**config.mk**
```make
export PLATFORM = sky130hd
export DESIGN_NAME = button_debouncer_flat
export DESIGN_NICKNAME = d
export VERILOG_FILES = /design/src/rtl/button_debouncer_if.sv /design/src/rtl/button_debouncer.sv /design/src/flat_wrapper.sv
export SDC_FILE = /design/constraint.sdc
export NUM_CORES = 1
export LEC_CHECK = 0
export BUFFER_PORTS_ARGS = -buffer_cell sky130_fd_sc_hd__buf_2
export CORE_MARGIN = 4
export CORE_UTILIZATION = 60
export CTS_CLUSTER_SIZE = 25
export DETAILED_ROUTE_END_ITERATION = 8
export GPL_TIMING_DRIVEN = 0
export PLACE_DENSITY_LB_ADDON = 0.08
export REMOVE_ABC_BUFFERS = 1
export SLEW_MARGIN = 20
export SYNTH_ARGS = -nofsm -noshare
export SYNTH_HDL_FRONTEND = slang
export SYNTH_SLANG_ARGS = --single-unit
```
**constraint.sdc**
```tcl
create_clock -name clk -period 2.3 [get_ports clk]
set_clock_uncertainty 0.15 [all_clocks]
set_input_delay 0.46 -clock clk [delete_from_list [all_inputs] [get_ports clk]]
set_output_delay 0.46 -clock clk [all_outputs]
set_load 0.1 [all_outputs]
```
**src/rtl/button_debouncer_if.sv**
```systemverilog
// Button conditioning bus: raw active-low buttons in, clean levels and edge pulses out.
// The release pulse is carried on release_pulse because "release" is a reserved
// word in SystemVerilog and cannot name a signal.
interface button_debouncer_if #(
    parameter int WIDTH = 2
);
    logic [WIDTH-1:0] but;
    logic [WIDTH-1:0] pressed;
    logic [WIDTH-1:0] press;
    logic [WIDTH-1:0] release_pulse;

    // Board side: drives the raw buttons, consumes the conditioned outputs.
    modport master (
        output but,
        input  pressed,
        input  press,
        input  release_pulse
    );

    // Debouncer side: samples the raw buttons, drives the conditioned outputs.
    modport slave (
        input  but,
        output pressed,
        output press,
        output release_pulse
    );
endinterface

```
**src/rtl/button_debouncer.sv**
```systemverilog
// Per-button synchroniser, stability-counter debouncer and edge-pulse generator.
// Each channel is independent. A new level is accepted only after it has been
// seen at the synchroniser output for STABLE_CYCLES consecutive edges. Any
// return to the accepted level before then discards the partial count.
// Every output comes straight from a flop, so nothing combinational links the
// raw buttons to the outputs.
module button_debouncer #(
    parameter int WIDTH         = 2,
    parameter int STABLE_CYCLES = 250000
) (
    input  logic                clk,
    input  logic                rst,
    button_debouncer_if.slave   bus
);

    localparam int               CNT_W    = $clog2(STABLE_CYCLES + 1);
    localparam logic [CNT_W-1:0] TERMINAL = CNT_W'(STABLE_CYCLES - 1);

    // Two-flop synchroniser. It resets to released (1) so that leaving reset
    // sees no spurious press.
    logic [WIDTH-1:0] sync1_r;
    logic [WIDTH-1:0] sync2_r;

    // Accepted (debounced) raw level per channel, in the raw active-low sense.
    logic [WIDTH-1:0] stable_r;

    // Run length of the synchronised level differing from stable_r. It clears
    // at terminal count, so it never wraps.
    logic [CNT_W-1:0] cnt_r [WIDTH];

    // Registered outputs.
    logic [WIDTH-1:0] pressed_r;
    logic [WIDTH-1:0] press_r;
    logic [WIDTH-1:0] release_r;

    // Synchronise, count stability, accept new levels and emit one-cycle pulses.
    always_ff @(posedge clk or negedge rst) begin
        if (!rst) begin
            sync1_r   <= '1;
            sync2_r   <= '1;
            stable_r  <= '1;
            pressed_r <= '0;
            press_r   <= '0;
            release_r <= '0;
            for (int i = 0; i < WIDTH; i++) begin
                cnt_r[i] <= '0;
            end
        end else begin
            sync1_r   <= bus.but;
            sync2_r   <= sync1_r;
            // Pulses default low and are raised only on the edge that accepts a level.
            press_r   <= '0;
            release_r <= '0;
            for (int i = 0; i < WIDTH; i++) begin
                if (sync2_r[i] == stable_r[i]) begin
                    // Back at the accepted level: the bounce is rejected.
                    cnt_r[i] <= '0;
                end else if (cnt_r[i] < TERMINAL) begin
                    cnt_r[i] <= cnt_r[i] + CNT_W'(1);
                end else begin
                    // The new level has held long enough: accept it.
                    stable_r[i]  <= sync2_r[i];
                    pressed_r[i] <= ~sync2_r[i];
                    press_r[i]   <= ~sync2_r[i];
                    release_r[i] <=  sync2_r[i];
                    cnt_r[i]     <= '0;
                end
            end
        end
    end

    assign bus.pressed       = pressed_r;
    assign bus.press         = press_r;
    assign bus.release_pulse = release_r;

endmodule

```
**src/flat_wrapper.sv**
```systemverilog
// flat-port wrapper written by rule: the top's interface ports become plain ports
module button_debouncer_flat 
#(
    parameter int WIDTH         = 2,
    parameter int STABLE_CYCLES = 250000
)
  (clk, rst, bus_but, bus_pressed, bus_press, bus_release_pulse);
  button_debouncer_if #(.WIDTH(WIDTH)) bus_i ();
  input  logic clk;
  input  logic rst;
  input wire logic [$bits(bus_i.but)-1:0] bus_but;
  output wire logic [$bits(bus_i.pressed)-1:0] bus_pressed;
  output wire logic [$bits(bus_i.press)-1:0] bus_press;
  output wire logic [$bits(bus_i.release_pulse)-1:0] bus_release_pulse;
  assign bus_i.but = bus_but;
  assign bus_pressed = bus_i.pressed;
  assign bus_press = bus_i.press;
  assign bus_release_pulse = bus_i.release_pulse;
  button_debouncer #(.WIDTH(WIDTH), .STABLE_CYCLES(STABLE_CYCLES)) u_core (.clk(clk), .rst(rst), .bus(bus_i));
endmodule
```
* Yosys cells after proc, flatten, opt, wreduce, memory -nomap -nowiden
Index checks and enable logic that the tools add are counted. Widths: inputs -> output; s select.
Operators by class: eq/ne operators 2, reduce and logical (&&, ||, !) cells 2, order comparisons 2, bitwise operators 6, muxes and demuxes 12, $add $sub $neg 2
Operator list (number):
- $mux 18 | 4
- $add 18x1->18 const B | 2
- $lt 18x18->1 const B | 2
- $mux 1 | 8
- $not 1->1 | 6
- $reduce_and 2->1 | 2
- $eq 1x1->1 | 2
Storage, ports and cells: logic and storage cells 36, bits of input ports 4, register bits after elaboration 48, output and inout bits 6

* Depth between registers and ports, before layout
word-level depth 3, gate-level depth with buffers 7, depth with buffers taken out 5

* Least setup slack after synthesis
OpenSTA, ideal clock, no wires.
path kind register -> register, start reg u_core.cnt_r[18] (netlist bit), end reg u_core.cnt_r[33] (netlist bit), library setup time 0.088 ns, arrival 1.720 ns, buffers on the path 2, setup slack 0.343 ns, clock period less this slack 1.957 ns, cell stages (with the launch flop) 8, data required time 2.062 ns, path through dfrtp_1 > ha_1 > and3_1 > clkbuf_2 > o41ai_1 > a21oi_1 > buf_2 > a211oi_2
Between the ends: longest elaborated chain between the ends 3, elaborated cells between the ends (all ways) 4, those cells by class add/sub: 1; order compare: 1; mux: 2
RTL lines:
- from (decl) | RTL line button_debouncer.sv:29 | logic [CNT_W-1:0] cnt_r [WIDTH];
- from (signal, indexed assignment) | RTL line button_debouncer.sv:59 | cnt_r[i] <= cnt_r[i] + CNT_W'(1);
- $add 18x1->18 or $lt 18x18->1 (tied branches) | RTL line button_debouncer.sv:59, button_debouncer.sv:58
- $mux 18 (*) | RTL line button_debouncer.sv:58 | end else if (cnt_r[i] < TERMINAL) begin
- $mux 18 (*) | RTL line button_debouncer.sv:55 | if (sync2_r[i] == stable_r[i]) begin
Mark *: on every way between the ends. The rest lies on a longest branch, timed or not. A chain may end at the register's enable or synchronous reset.

* Worst setup path after layout
start reg u_core.cnt_r[18] (netlist bit), end reg u_core.cnt_r[24] (netlist bit)
Same word-level chain as after synthesis.

==> results.ini <==
[status]
status = finished, final reports clean

[worst_setup_path]
cp.required_ns = 2.30
path_class = flip-flop to flip-flop
crit_end = u_core.cnt_r[24]$_DFF_PN0_
cp_top_family = compound AO/OA/AOI/OAI gates
critPathBufInv = 1
cp_slowest_cell = a21oi_2
ff2ff_setup_slack_ns = 0.15
rr_startpoint = u_core.cnt_r[18]$_DFF_PN0_
worstPathArrival_ns = 2.14
r2r-end = u_core.cnt_r[24]$_DFF_PN0_
start_kind = flip-flop
crit_path_cell_trace = ha_1, and3_1, o41ai_4, a21oi_2, buf_6, nor3_1
critPathMaxStageDelay_ns = 0.46
endpoint_kind = flip-flop
r2r_cells = 6
path_max_fanout = 11
startpoint = u_core.cnt_r[18]$_DFF_PN0_
cp.depth = 6

[pwr]
ir_drop_mv = 0.373
p_sw_uw = 323
power.density_mw_per_mm2 = 573
leakage_uw = 0.00103
swShare = 0.224
clock_power_share = 0.363
p_int_uw = 1120
p_seq_frac = 0.605
comb_power_share = 0.033

[die]
die_area_mm2 = 0.00487
core-area_mm2 = 0.00366
dieWidth_um = 69.8
start_util = 0.625
num_rows = 22
io_pins = 10
die_y_um = 69.8

[sta]
max_slew_margin = 0.408
max_freq_ghz = 0.466
tns_ns = 0
holdWs_ns = 0.00985
finalHoldViolCount = 0
final-setup-viol-count = 0
period_minus_slack_ns = 2.15
rsz0062_at_grt = false
worst_slack_ns = 0.153
slew_violations = 0
worstMarginPinSlew_ns = 0.883
fin_crit_sh = 0.933

[global_routing]
grt_use_total = 0.184
grtUsageMet2 = 0.323
antenna_found_initial = 0
grt_pass1_vias = 1641
grt_remaining_overflow = 0
grt_first_pass_wirelength_mm = 7.27
grt_max_degree = 49
met3_usage = 0.0464
grt-busiest-layer = met2
met1_usage = 0.219

[worst_hold_path]
hold_path.class = primary input to async pin

[layout]
nNetsFinal = 230
drive_gt1_frac = 0.151
final_cells = 273
fillers = 285
antenna_cells = 0
syn2layout_area_growth_pct = 9.56

[placement]
routabilityCongestion = 0.852
portBuffers = 9
hpwlAfterDp_mm = 2.79
place_inst = 264
dp_slack_ns = -0.124

[clock_tree]
clockBufferDepth = 2
cts_tree = done
clk_latency_ns = 0.30
clock_sinks = 48
clkTransAtPathRegs_ns = 0.09
numCtsBuffers = 5
cts_setup_buffers = 0
root_buffer = clkbuf_8
ctsHtreeMaxLevel = 2

[route]
wl_per_cell_um = 15.6
drc = 0
vias_per_cell = 6.10
detail-route-antenna-nets = 0
finalWirelength_mm = 4.27
drtPass1Iterations = 4
drt_iter0_drc = 102
vias = 1664

[yosys]
netlist_area_mm2 = 0.00229
yosysUniqueCellTypes = 35
avgSynthCellArea_um2 = 10.6
syn_inst = 216
ys_ff_latch = 48
synth_warnings = 0
synth.yosys.seq_area_share = 0.528

[job]
cap_viol_max_count = 0

logic make-up (layout without fill, tap and decap cells):
logic type	Yosys count	after routing	synth area share
AOI/OAI and AO/OA	25	26	0.0842
xor gates and xnor gates	26	26	0.0995
adders and majority gates	2	2	0.0109
buffers and inverters	22	30	0.0437
DFF	48	48	0.528
muxes	2	2	0.00874
and+or+nand+nor	91	91	0.225
power by group through the flow:
stage	clock network [uW]	logic (uW)	registers (uW)
global route	578	54.5	872
finish	522	46.8	870
detailed placement	0	47.5	886
floorplan	0	21.6	883
CTS	542	47.7	870
global placement	0	43.0	884
how the worst min path moves through the flow:
stage / from / endpoint / slack (ns)
6_report: rst / u_core.cnt_r[23]$_DFF_PN0_ / 0.01
3_5_place_dp: u_core.sync1_r[0]$_DFF_PN1_ / u_core.sync2_r[0]$_DFF_PN1_ / 0.20
4_1_cts: bus_but[0] / u_core.sync1_r[0]$_DFF_PN1_ / 0.09
3_3_place_gp: u_core.sync1_r[0]$_DFF_PN1_ / u_core.sync2_r[0]$_DFF_PN1_ / 0.20
5_1_grt: rst / u_core.cnt_r[34]$_DFF_PN0_ / 0.05
2_1_floorplan: rst / u_core.bus.press[0]$_DFF_PN0_ / 0.01
final cells by class:
type	count	area, um2	share of cell area
clock buffers	6	82.6	0.0329
clock inverters	2	15.0	0.00599
inverters	12	45.0	0.0180
multi-input cells	147	1040	0.414
flip-flops and latches	48	1210	0.482
well taps	48	60.1	0.0239
repair buffers	10	58.8	0.0234
cell usage after synthesis:
master | count | area, um2
nand4_1 | 12 | 75.1
a211oi_2 | 2 | 25.0
dfstp_2 | 6 | 158
o21ai_0 | 6 | 30.0
buf_2 | 4 | 20.0
mux2i_1 | 2 | 20.0
a211oi_1 | 5 | 37.5
dfrtp_1 | 42 | 1050
nand3_1 | 12 | 60.1
o211ai_1 | 2 | 15.0
buf_4 | 3 | 22.5
clkbuf_1 | 2 | 7.51
and4_4 | 1 | 11.3
nor2_1 | 2 | 7.51
and4_1 | 6 | 52.6
nand2_1 | 10 | 37.5
a21oi_2 | 1 | 8.76
nor4_1 | 1 | 6.26
xor2_1 | 18 | 158
nor3_1 | 29 | 145
ha_1 | 2 | 25.0
o31ai_1 | 2 | 15.0
a21oi_1 | 2 | 10.0
inv_1 | 12 | 45.0
clkbuf_2 | 1 | 5.00
o41ai_1 | 1 | 8.76
xnor2_1 | 8 | 70.1
or4_1 | 4 | 30.0
a2111o_1 | 3 | 33.8
and2_1 | 2 | 12.5
nor3b_1 | 2 | 15.0
o31a_1 | 1 | 8.76
or2_1 | 1 | 6.26
and3_1 | 3 | 18.8
or3_1 | 6 | 37.5
routing by layer:
layer  up-vias  wire, um
met4         0        59
met2        48      2270
met1       805      1730
met5         -         0
met3         9       211
li1        802         -
metrics by stage:
step                total power (uW)   util  instance area (um2)
CTS                             1460  0.679                 2490
finish                          1440  0.685                 2510
global placement                 927  0.639                 2340
global route                    1500  0.685                 2510
floorplan                        905      -                 2230
detailed placement               934  0.648                 2370
cells in the final DEF, fill, tap and decap left out, drive strengths merged, types with 2 or more instances in the layout:
master / n
ha: 2
buf: 10
or4: 4
nand3: 12
a2111o: 3
and4: 7
mux2i: 2
a21oi: 4
nor2: 2
inv: 12
a211oi: 7
or3: 6
and3: 3
xor2: 18
dfrtp: 42
nand4: 12
nand2: 10
clkbuf: 6
nor3: 29
dfstp: 6
and2: 2
o21ai: 6
o31ai: 2
o211ai: 2
xnor2: 8
nor3b: 2
clkinvlp: 2
repair_timing:
action	CTS	global route
endpoints found under the setup margin	33	14
hold buffers	0	0
pin swaps	0	1
gates cloned	0	1
resized for setup	2	1
flip-flops by register name, summed over array words and instances (netlist names):
register / flops
u_core.bus.press: 2
u_core.bus.pressed: 2
u_core.bus.release_pulse: 2
u_core.cnt_r: 36
u_core.stable_r: 2
u_core.sync1_r: 2
u_core.sync2_r: 2
Note: power is estimated with default switching activity, not from simulation.
